===== config.mk =====
export PLATFORM = sky130hd
export DESIGN_NAME = reg_write_arbiter
export DESIGN_NICKNAME = d
export VERILOG_FILES = /design/src/rtl/arb_pkg.sv /design/src/rtl/data_register.sv /design/src/rtl/reg_write_arbiter.sv
export SDC_FILE = /design/constraint.sdc
export NUM_CORES = 1
export LEC_CHECK = 0
export ABC_AREA = 1
export CORE_ASPECT_RATIO = 1.2
export CORE_MARGIN = 2
export CORE_UTILIZATION = 50
export DETAILED_ROUTE_END_ITERATION = 16
export DONT_BUFFER_PORTS = 1
export MAX_ROUTING_LAYER = met4
export PLACE_DENSITY = 0.73
export SYNTH_ARGS = -nofsm -noshare
export SYNTH_HDL_FRONTEND = slang
export SYNTH_SLANG_ARGS = --single-unit

===== constraint.sdc =====
create_clock -name clk -period 5.65 [get_ports clk]
set_clock_uncertainty 0.15 [all_clocks]
set_input_delay 0.565 -clock clk [delete_from_list [all_inputs] [get_ports clk]]
set_output_delay 0.565 -clock clk [all_outputs]
set_load 0.01 [all_outputs]

===== src/rtl/arb_pkg.sv =====
// Shared types, default widths and the round-robin pick function for the
// shared-register write arbiter.
package arb_pkg;

  localparam int N_REQ_DEF = 4;
  localparam int WIDTH_DEF = 16;
  localparam int MAX_REQ   = 8;
  localparam int OWNER_W   = 3;
  localparam int COUNT_W   = 16;

  typedef enum logic [1:0] {
    IDLE  = 2'd0,
    WRITE = 2'd1,
    ACK   = 2'd2
  } state_t;

  // First set bit of req, searching upward from last+1 and wrapping at n.
  // Only meaningful when at least one of req[n-1:0] is set.
  function automatic logic [OWNER_W-1:0] rr_pick(
    input logic [MAX_REQ-1:0] req,
    input logic [OWNER_W-1:0] last,
    input int                 n
  );
    logic [OWNER_W-1:0] sel;
    logic               found;
    int                 idx;
    sel   = '0;
    found = 1'b0;
    for (int k = 1; k <= MAX_REQ; k++) begin
      idx = (int'(last) + k) % n;
      if (!found && k <= n && req[idx]) begin
        sel   = OWNER_W'(idx);
        found = 1'b1;
      end
    end
    return sel;
  endfunction

endpackage


===== src/rtl/data_register.sv =====
// Load-enabled shared storage word; holds its value whenever load is low.
module data_register
  import arb_pkg::*;
#(
  parameter int WIDTH = WIDTH_DEF
) (
  input  logic             clk,
  input  logic             reset_n,
  input  logic             load,
  input  logic [WIDTH-1:0] data_in,
  output logic [WIDTH-1:0] data_out
);

  // NOTE: a single word is reset on purpose; a reset abort must leave 0 here.
  // Deep storage arrays would normally be left unreset.
  always_ff @(posedge clk) begin
    if (!reset_n) begin
      data_out <= '0;
    end else if (load) begin
      data_out <= data_in;
    end
  end

endmodule


===== src/rtl/reg_write_arbiter.sv =====
// Round-robin arbiter committing one requester's word (or a clear) into a
// shared register every three cycles: IDLE grants, WRITE loads, ACK reports.
module reg_write_arbiter
  import arb_pkg::*;
#(
  parameter int N_REQ = N_REQ_DEF,
  parameter int WIDTH = WIDTH_DEF
) (
  input  logic                   clk,
  input  logic                   reset_n,
  input  logic [N_REQ-1:0]       req,
  input  logic [N_REQ*WIDTH-1:0] wdata,
  input  logic                   clr,
  output logic [N_REQ-1:0]       ack,
  output logic [WIDTH-1:0]       rdata,
  output logic [OWNER_W-1:0]     owner,
  output logic [COUNT_W-1:0]     wr_count,
  output logic                   busy
);

  localparam logic [N_REQ-1:0] ONE_HOT0 = N_REQ'(1);

  state_t             state;
  logic [OWNER_W-1:0] last_winner;
  logic [OWNER_W-1:0] winner;
  logic               is_clr;
  logic [WIDTH-1:0]   latched;
  logic [MAX_REQ-1:0] req_ext;
  logic [OWNER_W-1:0] pick;
  logic               load;

  // NOTE: always_comb assigns a default before the partial write so no latch
  // is inferred for the unused upper bits.
  always_comb begin
    req_ext          = '0;
    req_ext[N_REQ-1:0] = req;
  end

  assign pick = rr_pick(req_ext, last_winner, N_REQ);
  assign load = (state == WRITE);

  // NOTE: all state below uses non-blocking assignments so every register
  // sees the pre-edge values of the others.
  always_ff @(posedge clk) begin
    if (!reset_n) begin
      state       <= IDLE;
      last_winner <= OWNER_W'(N_REQ - 1);
      winner      <= '0;
      is_clr      <= 1'b0;
      latched     <= '0;
      ack         <= '0;
      owner       <= '0;
      wr_count    <= '0;
      busy        <= 1'b0;
    end else begin
      case (state)
        IDLE: begin
          ack <= '0;
          if (clr) begin
            // A clear leaves the round-robin pointer untouched.
            is_clr  <= 1'b1;
            winner  <= '0;
            latched <= '0;
            state   <= WRITE;
            busy    <= 1'b1;
          end else if (|req) begin
            is_clr  <= 1'b0;
            winner  <= pick;
            latched <= wdata[int'(pick)*WIDTH +: WIDTH];
            state   <= WRITE;
            busy    <= 1'b1;
          end
        end
        WRITE: begin
          ack   <= is_clr ? '0 : (ONE_HOT0 << winner);
          state <= ACK;
        end
        ACK: begin
          ack      <= '0;
          owner    <= is_clr ? '0 : winner;
          wr_count <= wr_count + COUNT_W'(1);
          if (!is_clr) begin
            last_winner <= winner;
          end
          state <= IDLE;
          busy  <= 1'b0;
        end
        default: begin
          ack   <= '0;
          state <= IDLE;
          busy  <= 1'b0;
        end
      endcase
    end
  end

  data_register #(.WIDTH(WIDTH)) u_data_register (
    .clk      (clk),
    .reset_n  (reset_n),
    .load     (load),
    .data_in  (latched),
    .data_out (rdata)
  );

endmodule

==> impl_metrics.py <==
metrics = {
    "status": {
        "outcome": "finished, final reports clean",
    },
    "critical_path": {
        "worstPathRequired_ns": 5.75,
        "r2r_end": "latched[3]",
        "path_buf_inv": 2,
        "timing.setup.critical_path_class": "reg -> reg",
        "crit_path_top_delay_cell": "dfxtp_1",
        "slowest_delay_ns": 0.52,
        "crit_fanout": 33,
        "start_kind": "flip-flop",
        "cpMostUsedCell": "nand2_1",
        "crit_family": "simple AND/OR/NAND/NOR gates",
        "r2r_slack_ns": 2.91,
        "path_cells": "inv_2, nand2_1, nand2_1, nand2_1, nand2_2, inv_2, o21ai_1, nand2_2, nand2_4, nand2_1, nand3_1, nand2_1, nand2_1, a21oi_1",
        "cp-end-kind": "flip-flop",
        "cp.arrival_ns": 2.84,
        "r2r_start": "last_winner[0]",
        "rr_worst_depth": 14,
    },
    "final_layout": {
        "fin_area_sq_um": 3670,
        "fin_nets": 605,
        "final_cell_count_no_fill": 625,
        "diodes": 0,
        "areaGrowthSynthToFinish_pct": 4.90,
        "multi_input_area_sq_um": 1760,
        "drive_above_1_share_pct": 10.4,
        "fin_util_pct": 53.8,
        "regArea_sq_um": 1240,
        "n_fill_cell": 694,
    },
    "global_route": {
        "antenna_found_initial": 0,
        "grt_use_total_pct": 22.0,
        "grt_pass1_wl_mm": 13.0,
        "grt_pass1_vias": 2881,
        "grt-ovfl-total": 0,
        "grt_max_degree": 34,
    },
    "floorplanning": {
        "dieWidth_um": 80.3,
        "ioPinCount": 111,
        "fp.dieH_um": 95.6,
        "placementRows": 33,
        "start_util_pct": 51.3,
        "die_area_sq_um": 7680,
        "core_area_sq_um": 6810,
    },
    "yosys": {
        "yosys_warnings": 0,
        "synth_edf_count": 0,
        "ys_top_cells_by_count": "nand2_1 (138), inv_1 (87), nand3_1 (63)",
        "yosys_register_bits": 62,
        "ys_seq_area_share_pct": 35.5,
        "synth_cell_types": 34,
        "synthCells": 546,
        "yosysTopAreaCellShare_pct": 35.5,
        "synth_area_leader_cell": "dfxtp_1",
        "synthTopCellsByArea": "dfxtp_1 (35%), nand2_1 (15%), inv_1 (9.3%), nand3_1 (9.0%), nor2_1 (6.5%)",
        "synth-main-ff-cell": "dfxtp_1",
        "synth_fp_nets": 618,
        "netlist_area_sq_um": 3500,
        "synth_most_common_cell": "nand2_1",
        "synth_area_per_cell_sq_um": 6.40,
        "ys_async_sr_fraction_pct": 0,
    },
    "clock_tree": {
        "clk_pin_slew_ns": 0.07,
        "cts_tree": "done",
        "insertion_delay_ns": 0.34,
        "cts_resized": 0,
        "clockBufferDepth": 2,
        "post-cts-setup-buffers": 0,
        "numCtsBuffers": 9,
        "root_buffer": "clkbuf_8",
        "cts_hold_buf": 0,
        "cts.sinks": 62,
        "htreeDepth": 3,
    },
    "timing": {
        "setup_viol": 0,
        "clock.fmax_mhz": 365,
        "final.setup.tns_ns": 0,
        "rsz0062_at_grt": "no",
        "maxSlewViolCount": 0,
        "worst_slew_pin_slew_ns": 1.20,
        "whs_ns": 0.186,
        "fin_ws_ns": 2.91,
        "final_min_period_over_clock_period_pct": 48.5,
        "slew_headroom_pct": 20.0,
        "timing.final.crit_period_ns": 2.74,
        "hold_viol": 0,
    },
    "place": {
        "hpwl_mm": 5.75,
        "place_area_sq_um": 3470,
        "port_buffers": 0,
        "post-place-ws_ns": 2.95,
        "place_inst": 609,
        "gp_congestion": 0.838,
    },
    "drt": {
        "vias": 3231,
        "firstDrtPassIters": 5,
        "ant_nets": 0,
        "wl_per_cell_um": 12.6,
        "vias_per_cell": 5.17,
        "drcViolationCount": 0,
        "routed_wl_mm": 7.90,
        "drt_iter0_drc": 177,
    },
    "hold_path": {
        "hold_end": "last_winner[1]",
        "hp-start": "reset_n",
        "min_path_cells": 1,
        "hold_path.class": "in -> reg",
    },
    "power_and_ir_drop": {
        "p_per_area_nw_per_um2": 314,
        "ir_drop_mv": 0.120,
        "p_leak_nw": 1.80,
        "p_total_mw": 1.15,
    },
    "run": {
        "maxCapViolCount": 0,
    },
}
## how the worst max path moves through the flow
stage | start | to | slack [ns] | cells past startpoint
after floorplan | req[3] | latched[7] | 3.72 | 13
after global placement | last_winner[0] | latched[15] | 3.08 | 14
after global routing | last_winner[0] | latched[0] | 2.57 | 14
after detailed placement | last_winner[0] | latched[3] | 2.95 | 14
after CTS | last_winner[0] | latched[3] | 2.94 | 14
final | last_winner[0] | latched[3] | 2.91 | 14
## final cells by class
class,count,share of cell area [%]
Sequential cell,62,33.8
Timing Repair Buffer,1,0.205
Clock buffer,12,4.23
Clock inverter,4,1.23
Tap cell,87,2.97
Multi-Input combinational cell,366,48.0
Inverter,93,9.52
## layer usage
layer	up-vias	global-route usage, %	share of wire, %
met5	-	-	0
met4	0	8.05	2.0
met3	17	5.40	7.2
met2	122	34.2	45
met1	1423	27.8	45
li1	1669	-	-
## layout by cell type (no fill, tap or decap), drive strengths merged, types with 2 or more instances in the layout
master	Yosys	routed
a21oi	30	30
clkbuf	10	12
clkinv	2	5
dfxtp	62	62
inv	91	91
nand2	151	151
nand3	72	72
nand4	5	5
nor2	65	65
nor3	3	3
o211ai	2	2
o21a	2	2
o21ai	24	24
xnor2	2	2
xor2	2	2
## sequential cells by signal, indices dropped and copies added, names as in the netlist
register / flops
last_winner: 2
wr_count: 16
latched: 16
winner: 2
is_clr: 1
state: 2
u_data_register.data_out: 16
owner: 2
busy: 1
ack: 4
## logic make-up (layout without fill, tap and decap cells)
kind of cell               count (synthesis)  count (layout)  share of synthesized area (%)
adders and majority gates                  1               1                          0.358
and+or+nand+nor                          301             301                           39.1
other                                      1               1                          0.107
DFF                                       62              62                           35.5
buffers and inverters                    118             110                           14.1
xor gates and xnor gates                   4               4                           1.00
AOI/OAI and AO/OA                         59              59                           9.77
## power breakdown
group | internal, mW | switching, mW | total [mW]
Clock | 0.226 | 0.168 | 0.393
Combinational | 0.0856 | 0.174 | 0.260
Sequential | 0.468 | 0.0299 | 0.498
Total | 0.779 | 0.372 | 1.15
No activity file was read; power rests on OpenSTA's default activity.
